`src/rtl/rca_pkg.sv`:
```
// Shared definitions for the ripple-carry-adder operand assembler.
//   - default operand width / chunk width / settle window
//   - FSM state encoding
//   - ceil_div() used to derive the number of input beats per frame
package rca_pkg;

   localparam int RCA_WIDTH  = 51;
   localparam int RCA_CHUNK  = 17;
   localparam int RCA_SETTLE = 2;

   typedef enum logic [1:0] {
      ST_FILL   = 2'd0,
      ST_SETTLE = 2'd1,
      ST_HOLD   = 2'd2
   } rca_state_e;

   function automatic int ceil_div(input int num, input int den);
      return (num + den - 1) / den;
   endfunction

endpackage

```
`src/rtl/rca_operand_assembler_if.sv`:
```
// Stream/bus bundle between the operand assembler, its upstream chunk
// source, the external combinational adder and the result consumer.
//   slave  : view taken by rca_operand_assembler
//   master : view taken by the surrounding logic (source, adder, sink)
// Optional macro RCA_ASM_ABORT_EN adds the i_abort signal.
interface rca_operand_assembler_if
   import rca_pkg::*;
#(
   parameter int WIDTH = RCA_WIDTH,
   parameter int CHUNK = RCA_CHUNK
);
   logic             i_in_valid;
   logic             o_in_ready;
   logic [CHUNK-1:0] i_chunk1;
   logic [CHUNK-1:0] i_chunk2;
   logic [WIDTH-1:0] o_add_term1;
   logic [WIDTH-1:0] o_add_term2;
   logic [WIDTH:0]   i_adder_result;
   logic             o_out_valid;
   logic             i_out_ready;
   logic [WIDTH:0]   o_result;
`ifdef RCA_ASM_ABORT_EN
   logic             i_abort;
`endif

   modport slave (
      input  i_in_valid, i_chunk1, i_chunk2, i_adder_result, i_out_ready,
`ifdef RCA_ASM_ABORT_EN
      input  i_abort,
`endif
      output o_in_ready, o_add_term1, o_add_term2, o_out_valid, o_result
   );

   modport master (
      output i_in_valid, i_chunk1, i_chunk2, i_adder_result, i_out_ready,
`ifdef RCA_ASM_ABORT_EN
      output i_abort,
`endif
      input  o_in_ready, o_add_term1, o_add_term2, o_out_valid, o_result
   );

endinterface

```
`src/rtl/rca_chunk_shreg.sv`:
```
// One operand register filled chunk by chunk, LSB first.
// Ports:
//   i_clk, i_rst_n : clock, async active-low reset (register clears to 0)
//   i_wr_en        : write chunk at i_beat_idx this cycle
//   i_beat_idx     : beat number k, chunk lands on bits [k*CHUNK +: CHUNK]
//   i_chunk        : chunk data
//   o_word         : assembled operand
// Chunk bits that would land at or above WIDTH are dropped; untouched
// bits keep their previous value.
module rca_chunk_shreg
   import rca_pkg::*;
#(
   parameter int WIDTH = RCA_WIDTH,
   parameter int CHUNK = RCA_CHUNK,
   parameter int BW    = 2
) (
   input  logic             i_clk,
   input  logic             i_rst_n,
   input  logic             i_wr_en,
   input  logic [BW-1:0]    i_beat_idx,
   input  logic [CHUNK-1:0] i_chunk,
   output logic [WIDTH-1:0] o_word
);

   // Per-bit select keeps every index in range, so the truncated last
   // beat needs no special case.
   always_ff @(posedge i_clk or negedge i_rst_n) begin
      if (!i_rst_n) begin
         o_word <= '0;
      end else if (i_wr_en) begin
         for (int i = 0; i < WIDTH; i++) begin
            if (i_beat_idx == BW'(i / CHUNK))
               o_word[i] <= i_chunk[i % CHUNK];
         end
      end
   end

endmodule

```
`src/rtl/rca_operand_assembler.sv`:
```
// Operand assembler feeding an external WIDTH-bit ripple-carry adder.
// Collects both addends as CHUNK-bit beats, holds them on o_add_term1/2
// for SETTLE cycles, captures the WIDTH+1-bit sum and offers it downstream.
// Ports:
//   i_clk, i_rst_n : clock, async active-low reset
//   bus (slave)    : input chunk stream, adder operands/result, output stream
// Optional macro RCA_ASM_ABORT_EN: adds bus.i_abort, which drops a partial
// frame (FILL) or a pending capture (SETTLE) without touching the operands.
//
// state     | meaning
// ----------+------------------------------------------------------------
// ST_FILL   | accepting chunk pairs, beat_cnt = next beat index
// ST_SETTLE | operands stable, settle_cnt counts down to capture
// ST_HOLD   | result valid, waiting for downstream ready
module rca_operand_assembler
   import rca_pkg::*;
#(
   parameter int WIDTH  = RCA_WIDTH,
   parameter int CHUNK  = RCA_CHUNK,
   parameter int SETTLE = RCA_SETTLE
) (
   input  logic                    i_clk,
   input  logic                    i_rst_n,
   rca_operand_assembler_if.slave  bus
);

   localparam int BEATS = ceil_div(WIDTH, CHUNK);
   localparam int BW    = (BEATS  > 1) ? $clog2(BEATS)  : 1;
   localparam int SW    = (SETTLE > 1) ? $clog2(SETTLE) : 1;

   rca_state_e      state;
   logic [BW-1:0]   beat_cnt;
   logic [SW-1:0]   settle_cnt;
   logic            abort;
   logic            beat_wr;

`ifdef RCA_ASM_ABORT_EN
   assign abort = bus.i_abort;
`else
   assign abort = 1'b0;
`endif

   // o_in_ready is only high in ST_FILL; abort suppresses the write.
   assign beat_wr = bus.i_in_valid & bus.o_in_ready & ~abort;

   always_ff @(posedge i_clk or negedge i_rst_n) begin
      if (!i_rst_n) begin
         state           <= ST_FILL;
         beat_cnt        <= '0;
         settle_cnt      <= '0;
         bus.o_in_ready  <= 1'b1;
         bus.o_out_valid <= 1'b0;
         bus.o_result    <= '0;
      end else begin
         case (state)
            ST_FILL: begin
               if (abort) begin
                  beat_cnt   <= '0;
                  settle_cnt <= '0;
               end else if (beat_wr) begin
                  if (beat_cnt == BW'(BEATS - 1)) begin
                     state          <= ST_SETTLE;
                     beat_cnt       <= '0;
                     settle_cnt     <= SW'(SETTLE - 1);
                     bus.o_in_ready <= 1'b0;
                  end else begin
                     beat_cnt <= beat_cnt + BW'(1);
                  end
               end
            end
            ST_SETTLE: begin
               if (abort) begin
                  state          <= ST_FILL;
                  beat_cnt       <= '0;
                  settle_cnt     <= '0;
                  bus.o_in_ready <= 1'b1;
               end else if (settle_cnt == '0) begin
                  state           <= ST_HOLD;
                  bus.o_result    <= bus.i_adder_result;
                  bus.o_out_valid <= 1'b1;
               end else begin
                  settle_cnt <= settle_cnt - SW'(1);
               end
            end
            ST_HOLD: begin
               if (bus.i_out_ready) begin
                  state           <= ST_FILL;
                  bus.o_out_valid <= 1'b0;
                  bus.o_in_ready  <= 1'b1;
               end
            end
            default: begin
               state           <= ST_FILL;
               beat_cnt        <= '0;
               settle_cnt      <= '0;
               bus.o_in_ready  <= 1'b1;
               bus.o_out_valid <= 1'b0;
            end
         endcase
      end
   end

   rca_chunk_shreg #(.WIDTH(WIDTH), .CHUNK(CHUNK), .BW(BW)) u_term1 (
      .i_clk      (i_clk),
      .i_rst_n    (i_rst_n),
      .i_wr_en    (beat_wr),
      .i_beat_idx (beat_cnt),
      .i_chunk    (bus.i_chunk1),
      .o_word     (bus.o_add_term1)
   );

   rca_chunk_shreg #(.WIDTH(WIDTH), .CHUNK(CHUNK), .BW(BW)) u_term2 (
      .i_clk      (i_clk),
      .i_rst_n    (i_rst_n),
      .i_wr_en    (beat_wr),
      .i_beat_idx (beat_cnt),
      .i_chunk    (bus.i_chunk2),
      .o_word     (bus.o_add_term2)
   );

endmodule

```
`src/flat_wrapper.sv`:
```
// flat-port wrapper written by rule: the top's interface ports become plain ports
module rca_operand_assembler_flat import rca_pkg::*;
#(
   parameter int WIDTH  = RCA_WIDTH,
   parameter int CHUNK  = RCA_CHUNK,
   parameter int SETTLE = RCA_SETTLE
)
  (i_clk, i_rst_n, bus_i_in_valid, bus_i_chunk1, bus_i_chunk2, bus_i_adder_result, bus_i_out_ready, bus_o_in_ready, bus_o_add_term1, bus_o_add_term2, bus_o_out_valid, bus_o_result);
  rca_operand_assembler_if #(.WIDTH(WIDTH), .CHUNK(CHUNK)) bus_i ();
  input  logic i_clk;
  input  logic i_rst_n;
  input wire logic [$bits(bus_i.i_in_valid)-1:0] bus_i_in_valid;
  input wire logic [$bits(bus_i.i_chunk1)-1:0] bus_i_chunk1;
  input wire logic [$bits(bus_i.i_chunk2)-1:0] bus_i_chunk2;
  input wire logic [$bits(bus_i.i_adder_result)-1:0] bus_i_adder_result;
  input wire logic [$bits(bus_i.i_out_ready)-1:0] bus_i_out_ready;
  output wire logic [$bits(bus_i.o_in_ready)-1:0] bus_o_in_ready;
  output wire logic [$bits(bus_i.o_add_term1)-1:0] bus_o_add_term1;
  output wire logic [$bits(bus_i.o_add_term2)-1:0] bus_o_add_term2;
  output wire logic [$bits(bus_i.o_out_valid)-1:0] bus_o_out_valid;
  output wire logic [$bits(bus_i.o_result)-1:0] bus_o_result;
  assign bus_i.i_in_valid = bus_i_in_valid;
  assign bus_i.i_chunk1 = bus_i_chunk1;
  assign bus_i.i_chunk2 = bus_i_chunk2;
  assign bus_i.i_adder_result = bus_i_adder_result;
  assign bus_i.i_out_ready = bus_i_out_ready;
  assign bus_o_in_ready = bus_i.o_in_ready;
  assign bus_o_add_term1 = bus_i.o_add_term1;
  assign bus_o_add_term2 = bus_i.o_add_term2;
  assign bus_o_out_valid = bus_i.o_out_valid;
  assign bus_o_result = bus_i.o_result;
  rca_operand_assembler #(.WIDTH(WIDTH), .CHUNK(CHUNK), .SETTLE(SETTLE)) u_core (.i_clk(i_clk), .i_rst_n(i_rst_n), .bus(bus_i));
endmodule
```
`config.mk`:
```
export PLATFORM = sky130hd
export DESIGN_NAME = rca_operand_assembler_flat
export DESIGN_NICKNAME = d
export VERILOG_FILES = /design/src/rtl/rca_pkg.sv /design/src/rtl/rca_operand_assembler_if.sv /design/src/rtl/rca_chunk_shreg.sv /design/src/rtl/rca_operand_assembler.sv /design/src/flat_wrapper.sv
export SDC_FILE = /design/constraint.sdc
export NUM_CORES = 1
export LEC_CHECK = 0
export CAP_MARGIN = 20
export CORE_UTILIZATION = 39
export DETAILED_ROUTE_END_ITERATION = 8
export GPL_TIMING_DRIVEN = 0
export PLACE_DENSITY = 0.76
export SYNTH_ARGS = -nofsm -noshare
export SYNTH_HDL_FRONTEND = slang
export SYNTH_SLANG_ARGS = --single-unit
```
`constraint.sdc`:
```
create_clock -name i_clk -period 1.8 [get_ports i_clk]
set_input_delay 0.36 -clock i_clk [delete_from_list [all_inputs] [get_ports i_clk]]
set_output_delay 0.36 -clock i_clk [all_outputs]
set_load 0.01 [all_outputs]
```
Yosys cells after proc, flatten, opt, wreduce, memory -nomap -nowiden. Cells that the tools add are included.

Flip-flop bits (word level): 161. Latch bits: 0. RAM bits: 0. Bits in read-only memories: 0. Output and inout bits: 156. Word-level logic and storage cells: 59. Memories: 0.

Add/subtract/negate cells: 2. Multiply operators: 0. Divide/modulo/power cells: 0. Order comparisons: 0. Equality and inequality tests: 8. Shift operators: 0. Muxes and demuxes: 19. Bitwise gates (word level): 6. Reductions and logical operators: 12.

Operator list (count): 2-bit two-way mux (6); 2-bit AND reduction (5); 1-bit case mux with 3 select lines (3); 1-bit two-way mux (8); 4-bit AND reduction (2); 2-bit case mux with 3 select lines (1); 3-bit AND reduction (2); 1-bit NOT (5); 2-bit by 1-bit equality test with 1-bit output, second input constant (2); 2-bit equality test, second input constant (2); 2-bit logical NOT (2); 2-bit by 1-bit != test with 1-bit output, second input constant (2); 2-bit != test, second input constant (2); 2-bit case mux with 2 select lines (1); 2-bit by 1-bit adder with 2-bit output, second input constant (1); 2-bit OR reduction (1); 1-bit AND (1); 1-bit subtractor, second input constant (1).

Longest topological paths before layout. Gate-level depths: netlist (run 1).

Depth in word-level cells: 4. Gate-level depth with buffers: 6. Mapped depth without buffers: 5.

Modules after synthesis. From an unflattened synthesis (run 1), not the netlist that was laid out.

Cells, all modules: 365. Area, all modules: 6434.9 µm².

By module, submodules not included: rca_chunk_shreg (instances 2, cells an instance 108, area each 1924.3 µm²); rca_operand_assembler (instances 1, cells an instance 149, area each 2586.2 µm²).

Worst setup path before layout (run 1). OpenSTA, ideal clock, no wires.

Kind: register -> register. From: register u_core.state[0]. To: register u_core.state[1]. Arrival time: 1.586 ns. Required time: 1.675 ns. Path slack: 0.089 ns. Cell stages (with the launch flop): 6. Period minus slack after synthesis: 1.711 ns. Cell sequence: dfrtp_1 -> inv_1 -> ha_1 -> a21boi_1 -> a2111oi_0 -> mux2_2.

Word-level cells in the longest chain between the ends: 3. Elaborated cells between the ends (all ways): 9.

RTL lines: start: declaration (line rca_operand_assembler.sv:31) `rca_state_e state;`; start signal: assignment (line rca_operand_assembler.sv:48) `state <= ST_FILL;`; start signal: assignment (line rca_operand_assembler.sv:62) `state <= ST_SETTLE;`; start signal: assignment (line rca_operand_assembler.sv:73) `state <= ST_FILL;`; 2-bit by 1-bit equality test with 1-bit output (tied with other cells) (line rca_operand_assembler.sv:55) `case (state)`; 2-bit != test (no line) or 2-bit by 1-bit != test with 1-bit output (tied branches); 4-bit AND reduction (no line).

Parallel ways exist; a longest one is shown, timed or not. A chain may end at the register's enable or synchronous reset.

Final worst setup path (run 1).
From: register u_core.bus.o_in_ready. To: register u_core.u_term2.o_word[1].

Word-level cells in the longest chain between the ends: 2.

RTL lines: start: declaration (line rca_operand_assembler_if.sv:31) `output o_in_ready, o_add_term1, o_add_term2, o_out_valid, o_result`; start signal: assignment (line rca_operand_assembler.sv:51) `bus.o_in_ready <= 1'b1;`; start signal: assignment (line rca_operand_assembler.sv:65) `bus.o_in_ready <= 1'b0;`; start signal: assignment (line rca_operand_assembler.sv:76) `bus.o_in_ready <= 1'b1;`; 1-bit AND (line rca_operand_assembler.sv:44) `assign beat_wr = bus.i_in_valid & bus.o_in_ready & ~abort;`; 2-bit AND reduction (no line); end signal: indexed assignment (line rca_chunk_shreg.sv:33) `o_word[i] <= i_chunk[i % CHUNK];`; end: declaration (line rca_chunk_shreg.sv:22) `output logic [WIDTH-1:0] o_word`.

Every way passes these cells.

==> results of run 1 <==
-- worst max-delay path: stages, from the launching register on --
cell,delay (ns)
dfstp_2,0.58
nand2_1,0.12
nor3_4,0.29
buf_4,0.29
mux2_2,0.36
-- where the power goes --
part	switching [mW]	internal (mW)
logic	2.90	5.13
registers	0.973	5.46
clock network	1.45	2.30
total	5.33	12.9
-- stage by stage --
step | utilization (%) | setup WS, ns | instances | total power, mW | hold WS, ns
2_1_floorplan | - | 0.08932 | 365 | 9.807 | 0.06441
3_3_place_gp | 57.97 | -5.811 | 821 | 14.14 | 0.4851
3_5_place_dp | 58.16 | -0.6662 | 822 | 14.42 | 0.3450
4_1_cts | 62.64 | 0.003167 | 858 | 18.35 | 0.4615
5_1_grt | 63.08 | -0.03211 | 864 | 19.21 | 0.5032
6_report | 63.08 | 0.05098 | 864 | 18.22 | 0.4595
-- worst min-delay path by stage --
stage                               end  slack, ns  depth (start not counted)
2_1_floorplan        u_core.beat_cnt[0]       0.06                          0
3_3_place_gp      u_core.bus.o_in_ready       0.49                          2
3_5_place_dp   u_core.u_term1.o_word[8]       0.34                          1
4_1_cts        u_core.u_term1.o_word[8]       0.46                          2
5_1_grt        u_core.u_term1.o_word[8]       0.50                          2
6_report       u_core.u_term1.o_word[8]       0.46                          2
-- registers in the layout, summed over array words and instances, names as in the netlist --
register                count
u_core.u_term1.o_word      51
u_core.state                2
u_core.u_term2.o_word      51
u_core.bus.o_in_ready       1
u_core.settle_cnt           1
u_core.bus.o_result        52
u_core.bus.o_out_valid      1
u_core.beat_cnt             2
-- cell type report --
class	count	area [um2]
Clock buffer	21	470.5
Buffer	16	146.4
Fill cell	1203	5654
Multi-Input combinational cell	184	2024
Timing Repair Buffer	256	2557
Tap cell	211	264.0
Clock inverter	11	152.6
Inverter	4	15.01
Sequential cell	161	4030
-- layer usage --
layer / vias up / global-route usage, % / wire length, um
li1: 1850 / - / -
met1: 2084 / 21.43 / 5917
met2: 193 / 32.47 / 7331
met3: 16 / 9.558 / 1636
met4: 0 / 6.159 / 191
met5: - / 0 / 0
-- what timing repair did --
action | in CTS | in global routing
hold buffers | 1 | 0
pin swaps | 2 | 1
gates resized for setup | 12 | 8
endpoints found under the setup margin | 86 | 90
setup buffers | 3 | 6
hold endpoints to repair | 56 | 0
-- cells by family after synthesis --
| kind of cell | Yosys count | synth area share, % |
|---|---|---|
| AND/OR/NAND/NOR | 14 | 1.625 |
| flip-flops | 161 | 65.40 |
| AO/OA/AOI/OAI | 8 | 1.036 |
| multiplexers | 157 | 28.87 |
| adder cells (fa/ha/maj) | 5 | 1.015 |
| buffers and inverters | 20 | 2.051 |
-- Yosys cell counts, types with 2 or more instances --
cell type,number,area (um2)
mux2_4,3,45.04
inv_1,4,15.01
nor3_1,2,10.01
buf_4,3,22.52
dfrtp_1,160,4004
buf_2,8,40.04
nor2b_1,2,12.51
a2111oi_0,2,17.52
mux2_2,154,1734
buf_6,4,45.04
ha_1,5,62.56
==> summary.txt, run 1 <==
Status
  • Run status: completed

Yosys
  • Mapped Cells: 365
  • Post-Syn Nets: 460
  • Warnings from Yosys: 0
  • Sequential area share after synthesis: 65.40%
  • Syn_area_per_cell: 16.88 um2
  • Synth cell types: 29
  • Synth Flop Type: dfrtp_1
  • Seq cells post-synth: 161
  • Async SR Flop Fraction: 100.0%
  • EDFF count, synth: 0
  • Syn Std Cell Area: 0.006162 mm2

Worst setup path
  • Worst-path maximum fanout: 10
  • WP data required: 2.10 ns
  • RR Startpoint: u_core.bus.o_in_ready
  • Worst Setup SP: u_core.bus.o_in_ready
  • CP endpoint: u_core.u_term2.o_word[1]
  • Startpoint types: register
  • Reg2reg end: u_core.u_term2.o_word[1]
  • Setup CP Type: register to register
  • Flop-to-flop setup slack: 0.05 ns
  • CP Capture Type: register
  • CP arrival: 2.05 ns
  • Reg2Reg Depth: 4

Global routing
  • Initial antenna violation count: 0
  • Largest net degree at the start of global routing: 106
  • Gr usage total: 19.31%
  • Gr ovfl total: 0
  • Vias in the first global route: 4,328
  • First-pass GRT wire length: 23,580 um

Power
  • Leakage: 4.081 nW
  • PD cells: 1886 mW/mm2
  • VDD IR max: 0.0007851 V

Placed design
  • Placement Cell Area: 0.008907 mm2
  • Gpl congestion: 0.8155
  • Port bufs: 245
  • Post-detail-place hpwl: 10,870 um

Route
  • Total vias in the final route: 4,143
  • Antenna Nets Post-Route: 0
  • Drt first pass iters: 4
  • DRC violations left: 0
  • Vias per cell: 4.795
  • First DRT Iteration DRCs: 119
  • Avg WL per Cell: 17.45 um
  • Overall routed net length: 15,080 um

Floorplan
  • DIE WIDTH: 127.7 um
  • Rows: 45
  • Initial Utilization: 40.24%
  • Die ar.: 0.01631 mm2
  • IO Count: 246
  • Core Area: 0.01531 mm2
  • Die height: 127.7 um

Finish
  • Commonest non-fill, non-tap cell in the layout: clkdlybuf4s50_1
  • Fin area: 0.009661 mm2
  • P&R area growth vs syn: 56.77%
  • Most frequent cells in the layout: clkdlybuf4s50_1, dfrtp_1, mux2_2
  • Layout cells sized above 1: 34.15%
  • # diodes: 0
  • Final #Nets: 735

Timing
  • Final hold violations: 0
  • RSZ-0062 raised after global routing: true
  • F_max: 0.5717 GHz
  • Clk_skew: 0.009710 ns
  • Final setup fails: 0
  • Measured slew at the worst slew-check pin: 0.5309 ns
  • Final Cycle Share: 97.17%
  • Setup TNS: 0 ns
  • Max-Slew Margin vs Limit: 64.61%
  • Final Max Slew Viols: 0
  • Final period demand of the worst path: 1.749 ns

Clock network
  • Clock tree buffer depth: 2
  • TritonCTS Buffers: 17
  • Clock Tree Root: clkbuf_16
  • Clock sinks: 161
  • Worst-path clk slew: 0.06 ns
  • CTS tree: yes
  • H-tree depth: 4
  • Worst skew pair latency: 0.42 ns

Job
  • Max-capacitance violation count: 0

Worst hold path
  • Worst hold path class: primary input to async pin
Power figures use the tool's default switching activity.
==> inputs of run 2 (changes only) <==
- ABC_AREA: default -> 1
- CAP_MARGIN: 20 -> 30
- CORE_UTILIZATION: 39 -> 44
- PLACE_DENSITY: 0.76 -> 0.81
- clock period: 1.8 -> 1.9 ns (I/O delays scaled with it)
==> summary.txt, run 2 <==
Status
  • Run status: completed

Worst setup path
  • CP arrival: 1.41 ns (-0.64 ns)
  • Bufs and invs on worst path: 1 (unchanged)
  • Max stage delay cell, worst path: clkdlybuf4s50_1
  • Worst-path maximum fanout: 2 (-8)
  • CP Capture Type: output port
  • RR Startpoint: u_core.state[1]
  • WP data required: 1.52 ns (-0.58 ns)
  • Setup CP Type: register to output port
  • Critical-path cell list: clkdlybuf4s50_1
  • Startpoint types: register
  • Slowest stage delay, CP: 0.62 ns (+0.04 ns)
  • Reg2reg end: u_core.bus.o_result[48]
  • Flop-to-flop setup slack: 0.26 ns (+0.21 ns)
  • Cell family contributing the most delay on the critical path: buffers and inverters
  • Reg2Reg Depth: 6 (+2)

Timing
  • Final setup fails: 0 (unchanged)
  • Measured slew at the worst slew-check pin: 0.6019 ns (+0.07106 ns)
  • Clk_skew: 0.009928 ns (+0.0002174 ns)
  • Max-Slew Margin vs Limit: 59.87% (-4.7 points)
  • Final period demand of the worst path: 1.793 ns
  • RSZ-0062 raised after global routing: false
  • Setup TNS: 0 ns (unchanged)
  • Final Cycle Share: 94.39%
  • Final hold violations: 0 (unchanged)
  • F_max: 0.5576 GHz
  • Final Max Slew Viols: 0 (unchanged)

Global routing
  • Gr ovfl total: 0 (unchanged)
  • Grt met1 use: 29.91% (+8.5 points)
  • Gr usage total: 25.58% (+6.3 points)
  • Vias in the first global route: 5,281 (+22%)
  • First-pass GRT wire length: 27,950 um (+19%)
  • Largest net degree at the start of global routing: 84 (-21%)
  • GR peak layer: met2
  • Met3 Track Usage GR: 10.15% (+0.59 points)
  • GR Layer Usage met2: 41.86% (+9.4 points)
  • Initial antenna violation count: 0 (unchanged)

Clock network
  • TritonCTS Buffers: 17 (unchanged)
  • H-tree depth: 4 (unchanged)
  • CTS tree: yes
  • Clock Tree Root: clkbuf_16
  • Worst-path clk slew: 0.06 ns (about the same)
  • Post CTS Setup Buffer Count: 0 (-3)
  • Clock tree buffer depth: 2 (unchanged)
  • Worst skew pair latency: 0.43 ns (about the same)
  • Clock sinks: 161 (unchanged)

Finish
  • Final #Nets: 1,000 (+36%)
  • Most frequent cells in the layout: clkdlybuf4s50_1, nand2_1, dfrtp_1
  • Post-Route Utilization: 68.75% (+5.7 points)
  • Layout cells sized above 1: 6.863% (-27 points)
  • Biggest regs: u_core.bus.o_result (52), u_core.u_term1.o_word (51), u_core.u_term2.o_word (51)
  • # diodes: 0 (unchanged)
  • P&R area growth vs syn: 52.66%
  • Commonest non-fill, non-tap cell in the layout: clkdlybuf4s50_1
  • Final non-filler cell total: 1,098 (+27%)
  • Top reg by flops: u_core.bus.o_result
  • Fin area: 0.009507 mm2 (-1.6%)
  • Max reg flops: 52 (unchanged)

Yosys
  • Sequential area share after synthesis: 64.72% (-0.68 points)
  • Async SR Flop Fraction: 100.0% (unchanged)
  • EDFF count, synth: 0 (unchanged)
  • Count leader, synth: nand2_1
  • Mapped Cells: 639 (+75%)
  • Area contributors post-synth: dfrtp_1, nand2_1, o21ai_0
  • Synth top cells by count: nand2_1, dfrtp_1, o21ai_0
  • Syn Std Cell Area: 0.006227 mm2 (+1.1%)
  • Top cell type's share of synthesized area: 64.30% (-0.68 points)
  • Seq cells post-synth: 161 (unchanged)
  • Synth Flop Type: dfrtp_1
  • Leading area contributor after synthesis: dfrtp_1
  • Syn_area_per_cell: 9.745 um2 (-42%)
  • Synth cell types: 19 (-34%)
  • Warnings from Yosys: 0 (unchanged)
  • Post-Syn Nets: 734 (+60%)

Placed design
  • Post-detail-place hpwl: 12,980 um (+19%)
  • Gpl congestion: 0.7963 (-2.4%)
  • Placed Cells: 1,065 (+30%)
  • Placement Cell Area: 0.008937 mm2 (+0.34%)
  • Port bufs: 245 (unchanged)

Power
  • VDD IR max: 0.0005401 V (-31%)
  • Total Power: 6.935 mW (-62%)
  • PD cells: 729.5 mW/mm2 (-61%)
  • Leakage: 4.579 nW (+12%)

Worst hold path
  • Worst hold path class: register to register
  • Worst hold endpoint: u_core.bus.o_result[40]
  • Worst hold path depth: 2
  • HP Start: u_core.bus.o_result[40]

Route
  • Avg WL per Cell: 16.24 um (-6.9%)
  • Overall routed net length: 17,830 um (+18%)
  • Vias per cell: 4.755 (-0.84%)
  • DRC violations left: 0 (unchanged)
  • Drt first pass iters: 4 (unchanged)
  • Total vias in the final route: 5,221 (+26%)
  • Antenna Nets Post-Route: 0 (unchanged)
  • First DRT Iteration DRCs: 308 (+160%)

Floorplan
  • Die height: 121.0 um (-5.3%)
  • DIE WIDTH: 121.0 um (-5.3%)
  • Die ar.: 0.01463 mm2 (-10%)
  • Initial Utilization: 45.04% (+4.8 points)
  • Rows: 43 (-4.4%)
  • IO Count: 246 (unchanged)
  • Core Area: 0.01383 mm2 (-9.7%)

Job
  • Max-capacitance violation count: 0 (unchanged)
## run 2: cell count changes after synthesis, moves of 5 or more
cell	before	now
buf_2	8	3
buf_6	4	14
clkbuf_1	1	13
inv_1	4	95
mux2_2	154	0
nand2_1	1	170
nand3_1	0	5
nor2_1	0	5
o21ai_0	0	98
o21ai_1	0	54
o21ai_2	0	6
## run 2: cell type report
cell class	instances	area [um2]
Multi-Input combinational cell	349	1597
Tap cell	180	225.2
Inverter	97	364.1
Sequential cell	161	4030
Timing Repair Buffer	247	2494
Clock inverter	10	76.32
Buffer	32	236.5
Clock buffer	22	484.2
Fill cell	1059	4320
## run 2: power breakdown
part           switching [mW]  internal (mW)
clock                    1.37           1.82
combinational           0.139          0.179
sequential                  0           3.43
## run 2: cell families after synthesis
| logic type | after synthesis | share of synthesized area, % |
|---|---|---|
| compound gates | 159 | 13.14 |
| fa+ha+maj | 5 | 1.005 |
| buf+inv | 129 | 9.644 |
| flops | 161 | 64.72 |
| simple gates | 185 | 11.49 |
## run 2: layer usage
| metal | up-vias | share of wire (%) |
|---|---|---|
| li1 | 2521 | - |
| met1 | 2463 | 39 |
| met2 | 212 | 47 |
| met3 | 25 | 11 |
| met4 | 0 | 2.2 |
| met5 | - | 0 |
## run 2: worst register-to-register path, delay by kind of cell (launching register included)
kind / cells / cell delay, ns
AND/OR/NAND/NOR: 1 / 0.26
buffers and inverters: 3 / 0.46
adder cells (fa/ha/maj): 1 / 0.22
AO/OA/AOI/OAI: 1 / 0.23
flip-flops: 1 / 0.39
## run 2: worst max path at each step
stage / endpoint / cells past startpoint / slack, ns / from
2_1_floorplan: u_core.bus.o_result[37] / 8 / 0.46 / u_core.state[1]
3_5_place_dp: u_core.u_term2.o_word[30] / 6 / -0.002 / bus_i_in_valid
4_1_cts: bus_o_result[49] / 1 / 0.08 / u_core.bus.o_result[49]
5_1_grt: bus_o_result[49] / 1 / 0.06 / u_core.bus.o_result[49]
6_report: bus_o_result[49] / 1 / 0.11 / u_core.bus.o_result[49]
3_3_place_gp: u_core.bus.o_result[33] / 1 / -6.06 / i_rst_n
## run 2: repair_timing
item | 4_1_cts | 5_1_grt
setup endpoints to repair | 1 | 0
hold endpoints to repair | 77 | 0
gates resized for setup | 1 | 0
hold buffers | 1 | 0
## run 2: through the flow
| stage | hold WS, ns | setup WS [ns] |
|---|---|---|
| 2_1_floorplan | 0.08441 | 0.4607 |
| 3_3_place_gp | 0.4642 | -6.062 |
| 3_5_place_dp | 0.3959 | -0.001956 |
| 4_1_cts | 0.4832 | 0.07528 |
| 5_1_grt | 0.5030 | 0.05711 |
| 6_report | 0.4812 | 0.1066 |
